$ cat src/rtl/cc_cond_unit.sv
// cc_cond_unit: execute-stage consumer of ALU results. Maintains the Y86-64
// condition codes (ZF/SF/OF), evaluates the jXX/cmovXX condition and hands
// valE plus Cnd to the memory stage through a valid/ready output register.
module cc_cond_unit #(
    parameter int unsigned WIDTH = 64
) (
    input  logic             clk,
    input  logic             rst_n,
    input  logic             in_valid,
    output logic             in_ready,
    input  logic [WIDTH-1:0] alu_out,
    input  logic             alu_ovf,
    input  logic [1:0]       alu_op,
    input  logic             set_cc,
    input  logic [3:0]       ifun,
    output logic             out_valid,
    input  logic             out_ready,
    output logic [WIDTH-1:0] val_e,
    output logic             cnd,
    output logic             bad_ifun,
    output logic             zf,
    output logic             sf,
    output logic             of
);

    localparam logic [1:0] OP_ADD = 2'b00;
    localparam logic [1:0] OP_SUB = 2'b01;

    localparam logic [3:0] C_ALWAYS = 4'd0;
    localparam logic [3:0] C_LE     = 4'd1;
    localparam logic [3:0] C_L      = 4'd2;
    localparam logic [3:0] C_E      = 4'd3;
    localparam logic [3:0] C_NE     = 4'd4;
    localparam logic [3:0] C_GE     = 4'd5;
    localparam logic [3:0] C_G      = 4'd6;

    logic             r_out_valid;
    logic [WIDTH-1:0] r_val_e;
    logic             r_cnd;
    logic             r_bad_ifun;
    logic             r_zf;
    logic             r_sf;
    logic             r_of;

    logic             w_accept;
    logic             w_sxo;
    logic             w_cnd;
    logic             w_bad;

    // Skid-free output stage: free slot or slot draining this cycle.
    assign in_ready = !r_out_valid || out_ready;
    assign w_accept = in_valid && in_ready;

    // Condition evaluated on the flags held before this transaction's update.
    always_comb begin
        w_sxo = r_sf ^ r_of;
        w_cnd = 1'b0;
        w_bad = 1'b0;
        case (ifun)
            C_ALWAYS: w_cnd = 1'b1;
            C_LE:     w_cnd = w_sxo | r_zf;
            C_L:      w_cnd = w_sxo;
            C_E:      w_cnd = r_zf;
            C_NE:     w_cnd = !r_zf;
            C_GE:     w_cnd = !w_sxo;
            C_G:      w_cnd = !w_sxo && !r_zf;
            default:  w_bad = 1'b1;
        endcase
    end

    // Output register: load on accept, clear valid when drained with nothing new.
    always_ff @(posedge clk or negedge rst_n) begin
        if (!rst_n) begin
            r_out_valid <= 1'b0;
            r_val_e     <= '0;
            r_cnd       <= 1'b0;
            r_bad_ifun  <= 1'b0;
        end else if (w_accept) begin
            r_out_valid <= 1'b1;
            r_val_e     <= alu_out;
            r_cnd       <= w_cnd;
            r_bad_ifun  <= w_bad;
        end else if (out_ready) begin
            r_out_valid <= 1'b0;
        end
    end

    // Condition-code register: updated only by accepted OPq transactions.
    always_ff @(posedge clk or negedge rst_n) begin
        if (!rst_n) begin
            r_zf <= 1'b1;
            r_sf <= 1'b0;
            r_of <= 1'b0;
        end else if (w_accept && set_cc) begin
            r_zf <= (alu_out == '0);
            r_sf <= alu_out[WIDTH-1];
            r_of <= ((alu_op == OP_ADD) || (alu_op == OP_SUB)) ? alu_ovf : 1'b0;
        end
    end

    assign out_valid = r_out_valid;
    assign val_e     = r_val_e;
    assign cnd       = r_cnd;
    assign bad_ifun  = r_bad_ifun;
    assign zf        = r_zf;
    assign sf        = r_sf;
    assign of        = r_of;

endmodule

$ cat config.mk
export PLATFORM = sky130hd
export DESIGN_NAME = cc_cond_unit
export DESIGN_NICKNAME = d
export VERILOG_FILES = /design/src/rtl/cc_cond_unit.sv
export SDC_FILE = /design/constraint.sdc
export NUM_CORES = 1
export LEC_CHECK = 0
export ABC_AREA = 1
export ABC_CLOCK_PERIOD_IN_PS = 2200
export CAP_MARGIN = 10
export CORE_MARGIN = 1.5
export CORE_UTILIZATION = 44
export CTS_CLUSTER_SIZE = 28
export DETAILED_ROUTE_END_ITERATION = 8
export PLACE_DENSITY = 0.86
export SKIP_LAST_GASP = 1
export SYNTH_ARGS = -nofsm -noshare
export SYNTH_HDL_FRONTEND = slang
export SYNTH_SLANG_ARGS = --single-unit
export TNS_END_PERCENT = 100
$ cat constraint.sdc
create_clock -name clk -period 2.2 [get_ports clk]
set_input_delay 0.55 -clock clk [delete_from_list [all_inputs] [get_ports clk]]
set_output_delay 0.55 -clock clk [all_outputs]
set_load 0.02 [all_outputs]
==> results.sh <==
export IMPL_place_area_mm2=0.00453
export IMPL_core_mm2=0.00672
export IMPL_crit_buf_inv=1
export IMPL_initial_core_util=0.453
export IMPL_drc_errors=0
export IMPL_drt_first_pass_iters=4
export IMPL_post_place_ws_ns=-0.0529
export IMPL_cp_slowest_stage_delay_ns=0.61
export IMPL_tns_ns=0
export IMPL_wl_met2_mm=3.80
export IMPL_synth_largest_area_cell="dfrtp_1"
export IMPL_clk_pin_slew_ns=0.07
export IMPL_antenna_found_initial=0
export IMPL_holdBufCountCts=0
export IMPL_grt_pass1_vias=2842
export IMPL_fmax_mhz=486
export IMPL_cp_top_family="buffers and inverters"
export IMPL_end_kind="output pin"
export IMPL_final_area_mm2=0.00469
export IMPL_routed_via_density=4.69
export IMPL_synth_area_mm2=0.00304
export IMPL_clock_sinks=70
export IMPL_worstPathCellList="clkdlybuf4s50_1"
export IMPL_p_leak_nw=2.28
export IMPL_slew_violations=0
export IMPL_finalSetupViolCount=0
export IMPL_overflow=0
export IMPL_arrival_ns=1.51
export IMPL_die_w_um=86.1
export IMPL_track_usage=0.221
export IMPL_place_congestion=0.754
export IMPL_areaGrowthSynthToFinish_pct=54.4
export IMPL_timing_hold_violations_final=0
export IMPL_slew_headroom=0.749
export IMPL_holdCritPathClass="in -> async"
export IMPL_startpoint_type="register"
export IMPL_num_vias=2835
export IMPL_finalClockSkew_ns=0.00871
export IMPL_powerDensity_mw_per_mm2=753
export IMPL_nNetsFinal=595
export IMPL_wl_met1_mm=3.34
export IMPL_cts_buffers=9
export IMPL_synth_area_leaders="dfrtp_1 (57%), nand2_1 (25%), nor2_1 (4.8%)"
export IMPL_die_y_um=86.1
export IMPL_syn_nets=447
export IMPL_ctsRootBufferMaster="clkbuf_8"
export IMPL_totalWireLength_mm=7.83
export IMPL_drtIter0Drc=93
export IMPL_path_max_fanout=4
export IMPL_htreeDepth=3
export IMPL_grt_max_degree=71
export IMPL_antennaDiodeCount=0
export IMPL_die_area_mm2=0.00742
export IMPL_worst_pin_slew_ns=0.376
export IMPL_num_rows=30
export IMPL_clk_latency_ns=0.33
export IMPL_dp_hpwl_mm=5.79
export IMPL_postCtsSetupBuffers=0
export IMPL_fin_crit_sh=0.935
export IMPL_wl_met3_um=533
export IMPL_cap_violations=0
export IMPL_ys_seq_area_frac=0.577
export IMPL_topRoutingLayerUsed="met4"
export IMPL_instances_no_fill=604
export IMPL_synth_avg_cell_area_um2=8.20
export IMPL_grt_pass1_wl_mm=12.8
export IMPL_cts_tree="done"
export IMPL_wl_per_cell_um=13.0
export IMPL_pin_count=147
export IMPL_crit_required_ns=1.65
export IMPL_portBuffers=145
export IMPL_cp_slowest_cell="clkdlybuf4s50_1"
export IMPL_min_period_ns=2.06
export IMPL_peakVddDrop_mv=0.414
export IMPL_cts_buffer_depth=2
export IMPL_drive_above_1_share=0.0725
export IMPL_critPathKind="reg -> out"
export IMPL_timing_final_ws_setup_ns=0.144
export IMPL_rsz0062_at_grt="false"
export IMPL_yosysTopAreaCellShare=0.568
export IMPL_outcome="finished, final reports clean"
export IMPL_yosysWarningCount=0
export IMPL_ant_nets=0
export IMPL_netlist_cell_type_count=19
export IMPL_syn_inst=371
export IMPL_ys_ff_latch=70
export IMPL_post_route_util=0.699
export IMPL_place_inst=588
==> placed cells by master, fill, tap and decap left out <==
| cell | Yosys | routed |
|---|---|---|
| o21ai_0 | 1 | 1 |
| clkinvlp_4 | 0 | 1 |
| clkbuf_1 | 0 | 2 |
| or2_2 | 1 | 1 |
| clkbuf_8 | 0 | 10 |
| inv_1 | 13 | 13 |
| inv_4 | 1 | 1 |
| clkinv_2 | 0 | 3 |
| buf_4 | 0 | 4 |
| dfstp_2 | 1 | 1 |
| o21ai_2 | 7 | 7 |
| buf_2 | 5 | 1 |
| a21oi_1 | 1 | 1 |
| o31ai_1 | 1 | 1 |
| clkdlybuf4s50_1 | 0 | 143 |
| dfrtp_1 | 69 | 69 |
| nor3_1 | 1 | 1 |
| nand2_2 | 7 | 7 |
| nand2_1 | 205 | 205 |
| a31oi_1 | 1 | 1 |
| buf_12 | 0 | 2 |
| nand4_1 | 1 | 1 |
| nor2_1 | 39 | 39 |
| nand3_1 | 8 | 8 |
| dlygate4sd2_1 | 0 | 1 |
==> cell families after synthesis <==
kind of cell,synth area share
compound gates,0.0280
simple gates,0.335
flops,0.577
buf+inv,0.0609
==> stage by stage <==
step / power [mW] / hold slack (ns)
CTS: 3.57 / 0.239
global placement: 2.64 / 0.460
floorplan: 2.07 / 0.254
detailed placement: 2.67 / 0.464
finish: 3.54 / 0.219
global route: 3.72 / 0.253
==> registers in the layout, summed over array words and instances (netlist names) <==
signal / flops
sf: 1
of: 1
val_e: 64
cnd: 1
out_valid: 1
zf: 1
bad_ifun: 1
==> final timing paths <==
path / depth (start not counted) / to / slack (ns) / from
worst max register to register: 7 / val_e[31]$_DFFE_PN0P_ / 0.73 / out_valid$_DFFE_PN0P_
worst max-delay path: 1 / zf / 0.14 / zf$_DFFE_PN1P_
worst min-delay path: 2 / val_e[41]$_DFFE_PN0P_ / 0.22 / rst_n
min in group clk: 2 / val_e[29]$_DFFE_PN0P_ / 0.48 / val_e[29]$_DFFE_PN0P_
worst min register to register: 2 / val_e[29]$_DFFE_PN0P_ / 0.48 / val_e[29]$_DFFE_PN0P_
max in group asynchronous: 2 / zf$_DFFE_PN1P_ / 1.64 / rst_n
==> cell type report <==
class	instances	area (µm²)
clock buffers	12	145
clock inverters	4	22.5
fillers	550	2030
inverters	14	55.1
multi-input cells	273	1100
flip-flops and latches	70	1750
well taps	80	100
repair buffers	151	1520
==> cell usage after synthesis <==
cell / number
a31oi_1: 1
o21ai_0: 1
nand2_1: 205
buf_6: 8
dfrtp_1: 69
a21oi_1: 1
nand4_1: 1
o21ai_2: 7
nand3_1: 8
inv_4: 1
nand2_2: 7
nor3_1: 1
inv_1: 13
buf_2: 5
or2_2: 1
o31ai_1: 1
dfstp_2: 1
buf_8: 1
nor2_1: 39
==> per-layer routing <==
| metal | vias to the layer above | global-route usage |
|---|---|---|
| met5 | - | 0 |
| met4 | 0 | 0.0865 |
| met3 | 13 | 0.0558 |
| met2 | 106 | 0.383 |
| met1 | 1295 | 0.265 |
| li1 | 1421 | - |
==> power by group <==
group          internal, mW  switching, mW  total (mW)
sequential             1.46          0.103        1.57
clock                 0.435          0.459       0.894
combinational         0.525          0.552        1.08
==> repair_timing <==
action	CTS	global route
hold endpoints to repair	0	0
gates resized for setup	1	0
setup endpoints to repair	1	0
(Power assumes the default switching activity.)
